$ cat config.mk
export PLATFORM = sky130hd
export DESIGN_NAME = trig_tag_buffer_flat
export DESIGN_NICKNAME = d
export VERILOG_FILES = /design/src/rtl/trig_tag_buffer_if.sv /design/src/rtl/trig_tag_buffer.sv /design/src/flat_wrapper.sv
export SDC_FILE = /design/constraint.sdc
export NUM_CORES = 2
export LEC_CHECK = 0
export BUFFER_PORTS_ARGS = -buffer_cell sky130_fd_sc_hd__buf_2
export CAP_MARGIN = 5
export CORE_ASPECT_RATIO = 1.2
export CORE_UTILIZATION = 65
export CTS_CLUSTER_SIZE = 8
export DETAILED_ROUTE_END_ITERATION = 6
export GPL_TIMING_DRIVEN = 1
export PLACE_DENSITY = 0.82
export SYNTH_ARGS = -nofsm -noshare
export SYNTH_HDL_FRONTEND = slang
export SYNTH_SLANG_ARGS = --single-unit
$ cat constraint.sdc
create_clock -name clk -period 10.65 [get_ports clk]
set_input_delay 2.13 -clock clk [delete_from_list [all_inputs] [get_ports clk]]
set_output_delay 2.13 -clock clk [all_outputs]
set_load 0.02 [all_outputs]
$ cat src/rtl/trig_tag_buffer_if.sv
// Tag-stream input and word-serial readout handshake of trig_tag_buffer.
// The slave modport is the buffer's view; the master modport is the producer/reader view.
interface trig_tag_buffer_if;
   logic        in_live;
   logic        in_early_lv1;
   logic [15:0] in_trig_tag;
   logic        rd_ready;
   logic        rd_valid;
   logic [15:0] rd_data;
   logic        rd_last;

   modport master (output in_live, in_early_lv1, in_trig_tag, rd_ready,
                   input  rd_valid, rd_data, rd_last);
   modport slave  (input  in_live, in_early_lv1, in_trig_tag, rd_ready,
                   output rd_valid, rd_data, rd_last);
endinterface

$ cat src/rtl/trig_tag_buffer.sv
// Captures lv1b tag frames, checks header / event-ID continuity, buffers whole frames for readout.
// Optional TRIG_TAG_CHKSUM_EN appends an XOR checksum word (word 10) to every stored frame.
module trig_tag_buffer #(
   parameter int FRAMES   = 8,
   parameter int FULL_THR = 2
) (
   input  logic                     clk,
   input  logic                     rst_n,
   trig_tag_buffer_if.slave         bus,
   output logic                     lv2_full,
   output logic [$clog2(FRAMES):0]  occupancy,
   output logic [15:0]              drop_cnt,
   output logic [15:0]              hdr_err_cnt,
   output logic [15:0]              id_err_cnt,
   output logic [15:0]              abort_cnt
);
   localparam int AW = $clog2(FRAMES);
   localparam int OW = AW + 1;
`ifdef TRIG_TAG_CHKSUM_EN
   localparam int NW = 11;
`else
   localparam int NW = 10;
`endif
   localparam logic [15:0] HDR      = 16'hEEEE;
   localparam logic [OW-1:0] FRAMES_C = OW'(FRAMES);
   localparam logic [OW-1:0] FULL_C   = OW'(FULL_THR);

   typedef enum logic [1:0] {IDLE, CAP, DROP} cap_state_t;

   cap_state_t    state;
   logic [3:0]    widx;
   logic [3:0]    rd_widx;
   logic [AW-1:0] wr_ptr;
   logic [AW-1:0] rd_ptr;
   logic [9:0]    exp_id;
   logic          id_chk;
   logic [15:0]   chk;
   logic          live_q;
   logic [15:0]   mem [FRAMES][NW];

   logic          live_rise, abort, new_frame, hdr_bad, full;
   logic          commit, free, id_step, id_bad;
   logic [OW-1:0] occ_nxt;

   function automatic logic [15:0] sat_inc(input logic [15:0] v, input logic inc);
      return (inc && (v != 16'hFFFF)) ? v + 16'd1 : v;
   endfunction

   always_comb begin
      live_rise = bus.in_live && !live_q;
      abort     = (state != IDLE) && (!bus.in_live || bus.in_early_lv1);
      new_frame = bus.in_live && bus.in_early_lv1 && ((state == IDLE) || abort);
      hdr_bad   = bus.in_trig_tag != HDR;
      full      = occupancy == FRAMES_C;
      commit    = (state == CAP) && !abort && (widx == 4'd9);
      free      = bus.rd_valid && bus.rd_ready && bus.rd_last;
      // ID is checked for stored frames and for frames dropped only because the FIFO was full
      id_step   = !abort && (widx == 4'd1) && ((state == CAP) || ((state == DROP) && id_chk));
      id_bad    = id_step && (bus.in_trig_tag[9:0] != (live_rise ? 10'd0 : exp_id));
      occ_nxt   = occupancy + OW'(commit) - OW'(free);
   end

   // Capture FSM and event-ID tracking
   always_ff @(posedge clk or negedge rst_n) begin
      if (!rst_n) begin
         state  <= IDLE;
         widx   <= '0;
         wr_ptr <= '0;
         id_chk <= 1'b0;
         chk    <= '0;
         live_q <= 1'b0;
         exp_id <= '0;
      end else begin
         live_q <= bus.in_live;
         if (id_step)        exp_id <= bus.in_trig_tag[9:0] + 10'd1;
         else if (live_rise) exp_id <= '0;
         if (commit) wr_ptr <= wr_ptr + AW'(1);
         if (new_frame) begin
            widx   <= 4'd1;
            chk    <= bus.in_trig_tag;
            id_chk <= !hdr_bad;
            state  <= (hdr_bad || full) ? DROP : CAP;
         end else if (abort) begin
            state <= IDLE;
         end else if (state != IDLE) begin
            widx <= widx + 4'd1;
            chk  <= chk ^ bus.in_trig_tag;
            if (widx == 4'd9) state <= IDLE;
         end
      end
   end

   // Frame storage; a partial frame is simply overwritten by the next one at the same wr_ptr
   always_ff @(posedge clk) begin
      if (new_frame && !hdr_bad && !full) mem[wr_ptr][0] <= bus.in_trig_tag;
      if ((state == CAP) && !abort)       mem[wr_ptr][widx] <= bus.in_trig_tag;
`ifdef TRIG_TAG_CHKSUM_EN
      if (commit) mem[wr_ptr][NW-1] <= chk ^ bus.in_trig_tag;
`endif
   end

   // Show-ahead read port, occupancy, back-pressure and error counters
   always_ff @(posedge clk or negedge rst_n) begin
      if (!rst_n) begin
         rd_ptr       <= '0;
         rd_widx      <= '0;
         bus.rd_valid <= 1'b0;
         bus.rd_data  <= '0;
         bus.rd_last  <= 1'b0;
         occupancy    <= '0;
         lv2_full     <= 1'b0;
         drop_cnt     <= '0;
         hdr_err_cnt  <= '0;
         id_err_cnt   <= '0;
         abort_cnt    <= '0;
      end else begin
         occupancy <= occ_nxt;
         lv2_full  <= (FRAMES_C - occ_nxt) <= FULL_C;
         if (bus.rd_valid && bus.rd_ready) begin
            if (bus.rd_last) begin
               rd_ptr       <= rd_ptr + AW'(1);
               rd_widx      <= '0;
               bus.rd_valid <= 1'b0;
               bus.rd_last  <= 1'b0;
            end else begin
               rd_widx     <= rd_widx + 4'd1;
               bus.rd_data <= mem[rd_ptr][rd_widx + 4'd1];
               bus.rd_last <= rd_widx == 4'(NW - 2);
            end
         end else if (!bus.rd_valid && ((occupancy != '0) || commit)) begin
            // commit into an empty FIFO: word 0 of that slot is already in place
            bus.rd_valid <= 1'b1;
            bus.rd_data  <= mem[rd_ptr][0];
            bus.rd_last  <= 1'b0;
            rd_widx      <= '0;
         end
         hdr_err_cnt <= sat_inc(live_rise ? 16'h0 : hdr_err_cnt, new_frame && hdr_bad);
         drop_cnt    <= sat_inc(live_rise ? 16'h0 : drop_cnt, new_frame && !hdr_bad && full);
         id_err_cnt  <= sat_inc(live_rise ? 16'h0 : id_err_cnt, id_bad);
         abort_cnt   <= sat_inc(live_rise ? 16'h0 : abort_cnt, abort);
      end
   end
endmodule

$ cat src/flat_wrapper.sv
// flat-port wrapper written by rule: the top's interface ports become plain ports
module trig_tag_buffer_flat 
#(
   parameter int FRAMES   = 8,
   parameter int FULL_THR = 2
)
  (clk, rst_n, lv2_full, occupancy, drop_cnt, hdr_err_cnt, id_err_cnt, abort_cnt, bus_in_live, bus_in_early_lv1, bus_in_trig_tag, bus_rd_ready, bus_rd_valid, bus_rd_data, bus_rd_last);
  trig_tag_buffer_if bus_i ();
  input  logic clk;
  input  logic rst_n;
  output logic lv2_full;
  output logic [$clog2(FRAMES):0] occupancy;
  output logic [15:0] drop_cnt;
  output logic [15:0] hdr_err_cnt;
  output logic [15:0] id_err_cnt;
  output logic [15:0] abort_cnt;
  input wire logic [$bits(bus_i.in_live)-1:0] bus_in_live;
  input wire logic [$bits(bus_i.in_early_lv1)-1:0] bus_in_early_lv1;
  input wire logic [$bits(bus_i.in_trig_tag)-1:0] bus_in_trig_tag;
  input wire logic [$bits(bus_i.rd_ready)-1:0] bus_rd_ready;
  output wire logic [$bits(bus_i.rd_valid)-1:0] bus_rd_valid;
  output wire logic [$bits(bus_i.rd_data)-1:0] bus_rd_data;
  output wire logic [$bits(bus_i.rd_last)-1:0] bus_rd_last;
  assign bus_i.in_live = bus_in_live;
  assign bus_i.in_early_lv1 = bus_in_early_lv1;
  assign bus_i.in_trig_tag = bus_in_trig_tag;
  assign bus_i.rd_ready = bus_rd_ready;
  assign bus_rd_valid = bus_i.rd_valid;
  assign bus_rd_data = bus_i.rd_data;
  assign bus_rd_last = bus_i.rd_last;
  trig_tag_buffer #(.FRAMES(FRAMES), .FULL_THR(FULL_THR)) u_core (.clk(clk), .rst_n(rst_n), .bus(bus_i), .lv2_full(lv2_full), .occupancy(occupancy), .drop_cnt(drop_cnt), .hdr_err_cnt(hdr_err_cnt), .id_err_cnt(id_err_cnt), .abort_cnt(abort_cnt));
endmodule
-- After elaboration in Yosys (flattened, before gate mapping)
Memories as Yosys holds them, arrays and structs flattened.
Cells that the tools add are included.
- register bits: 115
- bits in writable memories: 1280
- input bits: 21
- output and inout port bits: 87
- memories: 1
- add/sub/neg operators: 12
- order comparisons: 4
- equality and inequality tests: 15
- multiplexer cells: 55
- bitwise operators: 18
- reduce and logical (&&, ||, !) cells: 45
- memories (memory ; words ; bits a word ; read ports ; clocked after Yosys merged registers in ; wr ports ; RTL line ; source):
    u_core.mem ; 8 ; 160 ; 1 ; 0 ; 1 ; trig_tag_buffer.sv:39 ; logic [15:0] mem [FRAMES][NW];
- operator list (kind ; count):
    $mux W16 ; 14
    $mux W160 ; 1
    $ne A16 B16 Y1 const B ; 5
    $add A16 B1 Y16 const B ; 4
    $bmux W16 S4 ; 1
    $demux W16 S4 ; 1
    $mux W1 ; 25
    $mux W4 ; 6
    $logic_and A1 B1 Y1 ; 22
    $mux W10 ; 2
    $or A1 B1 Y1 ; 16
    $eq A4 B4 Y1 const B ; 3
    $add A10 B1 Y10 const B ; 1
    $ge A5 B5 Y1 const B ; 2
    $mux W2 ; 5
    $ne A10 B10 Y1 ; 1
    $not A4 Y5 ; 2
    $reduce_and A2 Y1 ; 5
    $add A4 B1 Y4 const B ; 2
    $add A3 B1 Y3 const B ; 2
    $logic_not A1 Y1 ; 6
    $reduce_bool A2 Y1 ; 3
    $reduce_bool A3 Y1 ; 2
    $logic_or A1 B1 Y1 ; 5
    other kinds (12) ; 13

-- Depth between registers and ports, before layout
- depth after elaboration: 10
- gate-level depth with buffers: 14
- mapped depth without buffers: 12

-- Worst setup path after synthesis
Ideal clock, no wire load.
- path kind: in2reg
- start: input port bus_in_live
- end: register u_core.id_err_cnt[14]
- library setup time: 0.120 ns
- arrival: 5.070 ns
- required time: 10.530 ns
- slack: 5.460 ns
- stages on the path: 13
- path buffers: 5
- cell sequence: or2b_1 -> buf_2 -> clkbuf_1 -> clkbuf_1 -> and2_1 -> ha_1 -> nand3_1 -> or4b_4 -> o41a_1 -> o41a_1 -> buf_6 -> buf_6 -> a31o_2
- cells in the longest elaborated chain, start to end: 9
- elaborated cells between the ends (all ways): 15
- ends and longest elaborated chain (what ; RTL line ; source):
    from (decl) ; flat_wrapper.sv:17 ; input wire logic [$bits(bus_i.in_live)-1:0] bus_in_live;
    parallel branches: the longest is 8 deep, another holds $add A16 B1 Y16 ; - ;
    $mux W16 * ; trig_tag_buffer.sv:46 ; return (inc && (v != 16'hFFFF)) ? v + 16'd1 : v;
    to (signal assigned) ; trig_tag_buffer.sv:139 ; id_err_cnt <= sat_inc(live_rise ? 16'h0 : id_err_cnt, id_bad);
    to (decl) ; trig_tag_buffer.sv:14 ; output logic [15:0] id_err_cnt,
Every way passes the cells marked *.
A chain may end at the register's enable or synchronous reset.

-- Final worst setup path
- start: input port bus_in_trig_tag[15]
- end: memory u_core.mem[3][155] (netlist bit), enable pin
- cells in the longest elaborated chain, start to end: 7
- ends and longest elaborated chain (what ; RTL line ; source):
    from (decl) ; flat_wrapper.sv:19 ; input wire logic [$bits(bus_i.in_trig_tag)-1:0] bus_in_trig_tag;
    $ne A16 B16 Y1 ; trig_tag_buffer.sv:53 ; hdr_bad = bus.in_trig_tag != HDR;
    $logic_not A1 Y1 ; trig_tag_buffer.sv:95 ; if (new_frame && !hdr_bad && !full) mem[wr_ptr][0] <= bus.in_trig_tag;
    $logic_and A1 B1 Y1 (2 in series) ; trig_tag_buffer.sv:95 ;
    $mux W1 ; trig_tag_buffer.sv:95 ;
    $mux W1 (not written as such) ; trig_tag_buffer.sv:95 ;
    $or A1 B1 Y1 (no line) ; - ;
    to (decl) ; trig_tag_buffer.sv:39 ;
Every way passes these cells.

==> metrics.csv <==
metric,value,unit
status,"complete, but fails checks",
violations,max-capacitance violations,
slew_violations,0,
area_growth,13.6,%
rows,116,
cp_slowest_cell,nor4_1,
path_class,in -> reg,
maxSlewHeadroom,1.36,%
critical_path.top_delay_family,simple AND/OR/NAND/NOR gates,
yosysTopAreaCellShare,69.3,%
ir_worst_vdd,0.156,mV
top_layer,met5,
leakagePower,20.6,nW
synth_area,55400,sq um
vias_per_cell,7.28,
drc,0,
n_fill_cell,4337,
core_area,83900,sq um
vias,31691,
synth_top_area_cell,edfxtp_1,
io_pins,108,
io_buffers,107,
placed_cell_area,57700,sq um
startpoint_type,input port,
grt_pass1_vias,32237,
tns,0,ns
drt_iter0_drc,4730,
timing.rr.start,u_core.rd_ptr[0],
fin_area,63000,sq um
synth.distinct_cells,74,
crit_arrival,5.92,ns
crit_path_max_fanout,81,
die_h,322,um
dpl.hpwl,83300,um
die_w,269,um
synth_cells,2871,
initial_core_util,66.1,%
p_per_area,238,nW/um^2
yosysSeqAreaShare,74.5,%
postCtsSetupBuffers,0,
routabilityCongestion,0.932,
wl,155000,um
cts_sinks,1395,
cp-startpoint,bus_in_trig_tag[15],
fin_worst_skew,0.0418,ns
nets,3193,
clockRootBuffer,clkbuf_16,
path_cells,buf_2 -> buf_4 -> nand4_1 -> nor4_1 -> and2_1 -> a22oi_1 -> nor2_1 -> buf_4,
cts_tree,done,
layoutNonFillerInstCount,4352,
ys_seq_elements,1395,
async_reset_ff_share,8.24,%
ant_nets,0,
synth_top_flop_cell,edfxtp_1,
finalCritPeriodShare,51.2,%
drtPass1Iterations,6,
period_needed,5.45,ns
cts_resized,0,
syn_nets,2915,
fmax,184,MHz
clock_latency,0.80,ns
routedWlPerCell,35.6,um
path_common_cell,buf_4,
wl_met3,18500,um
grt_pass1_wl,223000,um
power.total,15.0,mW
placed_cells,4076,
path_buf_inv,3,
gr-total-overflow,0,
end_kind,register,
tightestPinTransition,1.44,ns
met1_length,50800,um
yosysWarnings,0,
slowest_delay,1.14,ns
htree_levels,4,
grt_max_degree,145,
setup_viol,0,
cts_buffers,192,
clk_path_buf_depth,3,
synth-edff-count,1280,
hold_class,reg -> reg,
route.met2.wl,74500,um
drive_above_1_share,24.3,%
syn_area_per_cell,19.3,sq um
report.final.hold_viol_count,0,
rsz0062_at_grt,no,
track_usage,37.0,%
cp.required,11.12,ns
die_area,86500,sq um
clkTransAtPathRegs,0.05,ns
drv_cap,1,
worstHoldStart,u_core.id_chk,
cts-hold-fix-buffers,0,
synthTopCellsByArea,"edfxtp_1, mux4_2, dfrtp_1",
antenna_found_initial,5,
flip-flops by register name (all words and copies together), names as in the netlist:
register / flops
u_core.hdr_err_cnt: 16
u_core.id_err_cnt: 16
u_core.bus.rd_last: 1
u_core.rd_ptr: 3
u_core.exp_id: 10
u_core.abort_cnt: 16
u_core.mem: 1280
u_core.id_chk: 1
u_core.widx: 4
u_core.state: 2
u_core.rd_widx: 4
u_core.bus.rd_valid: 1
u_core.bus.rd_data: 16
u_core.live_q: 1
u_core.occupancy: 4
u_core.drop_cnt: 16
u_core.wr_ptr: 3
u_core.lv2_full: 1
layout make-up:
| cell class | count | area, sq um | share of cell area, % |
|---|---|---|---|
| Sequential cell | 1395 | 41300 | 65.6 |
| Multi-Input combinational cell | 1300 | 13300 | 21.2 |
| Clock buffer | 256 | 5070 | 8.04 |
| Timing Repair Buffer | 229 | 1470 | 2.34 |
| Tap cell | 1121 | 1400 | 2.23 |
| Clock inverter | 16 | 253 | 0.401 |
| Inverter | 31 | 116 | 0.185 |
| Antenna cell | 4 | 10.0 | 0.0159 |
per-layer routing:
layer	up-vias	track usage, %
li1	12208	-
met1	16082	45.9
met2	2789	57.9
met3	606	10.5
met4	6	23.1
met5	-	0
worst min-delay path, stage by stage, from the launching register on:
cell and delay, ns:
dfrtp_1 0.35, nand2_1 0.05, o21ai_0 0.06
stage by stage:
stage          hold WS [ns]  worst slack, ns  utilization (%)
6_report              0.504             5.20             75.1
5_1_grt               0.522             5.23             75.1
4_1_cts               0.498             5.41             75.1
3_5_place_dp          0.486             4.62             68.7
3_3_place_gp          0.474             4.80             68.7
2_1_floorplan         0.450             5.46                -
where the power goes:
part	switching, mW	internal [mW]
Combinational	1.99	1.27
Sequential	0.155	6.05
Clock	2.26	3.28
Total	4.40	10.6
kinds of logic (layout without fill, tap and decap cells):
logic type      Yosys count  in the layout  share of synthesized area, %
xor+xnor                 60             60                         0.948
mux                     423            423                          14.5
flops                  1395           1395                          74.5
buf+inv                 176            532                          1.43
other cells               0              4                             0
fa+ha+maj                23             23                         0.533
simple gates            511            511                          4.35
compound gates          283            283                          3.71
path summary, 6_finish.rpt:
check	cells after the start	slack (ns)	endpoint
setup / recovery	8	5.20	u_core.mem[3][155]
hold / removal	2	0.50	u_core.id_chk
setup reg to reg	7	5.55	u_core.bus.rd_data[10]
hold reg to reg	2	0.50	u_core.id_chk
max in group asynchronous	2	7.74	u_core.rd_ptr[2]
min in group asynchronous	1	1.39	u_core.abort_cnt[2]
cell usage in the layout, fill, tap and decap left out, types with 25 or more instances in the layout:
master	synthesis	final
a21oi_1	45	45
a22oi_1	42	42
a32oi_1	25	25
buf_2	51	103
buf_4	12	125
clkbuf_1	61	63
clkbuf_16	0	193
dfrtp_1	115	111
edfxtp_1	1280	1280
inv_1	30	30
mux2i_1	108	108
mux4_2	303	303
nand2_1	170	170
nand3_1	31	31
nor2_1	163	159
o22ai_1	34	34
xnor2_1	35	35
xor2_1	25	25
Yosys cell counts (5+ instances only):
master	number
a31oi_1	9
nand4b_1	5
a22oi_1	42
nand3b_1	8
dfrtp_1	115
inv_1	30
mux2_2	12
and2_1	18
a21oi_1	45
o2111ai_1	5
o211ai_1	11
nor2_1	163
edfxtp_1	1280
o22a_1	11
o21ai_0	22
buf_1	18
nor3_1	15
a221oi_1	12
buf_2	51
nor2b_1	10
buf_4	12
xnor2_1	35
mux4_2	303
nor4_1	10
clkbuf_1	61
xor2_1	25
nand2b_1	18
nand2_1	170
and3_1	13
nand4_1	16
ha_1	22
or2_2	5
a211oi_1	13
a22o_1	13
o22ai_1	34
a32oi_1	25
a31o_2	6
nand3_1	31
mux2i_1	108
a2111oi_0	5
o2bb2ai_1	5
No activity file was read; power rests on OpenSTA's default activity.
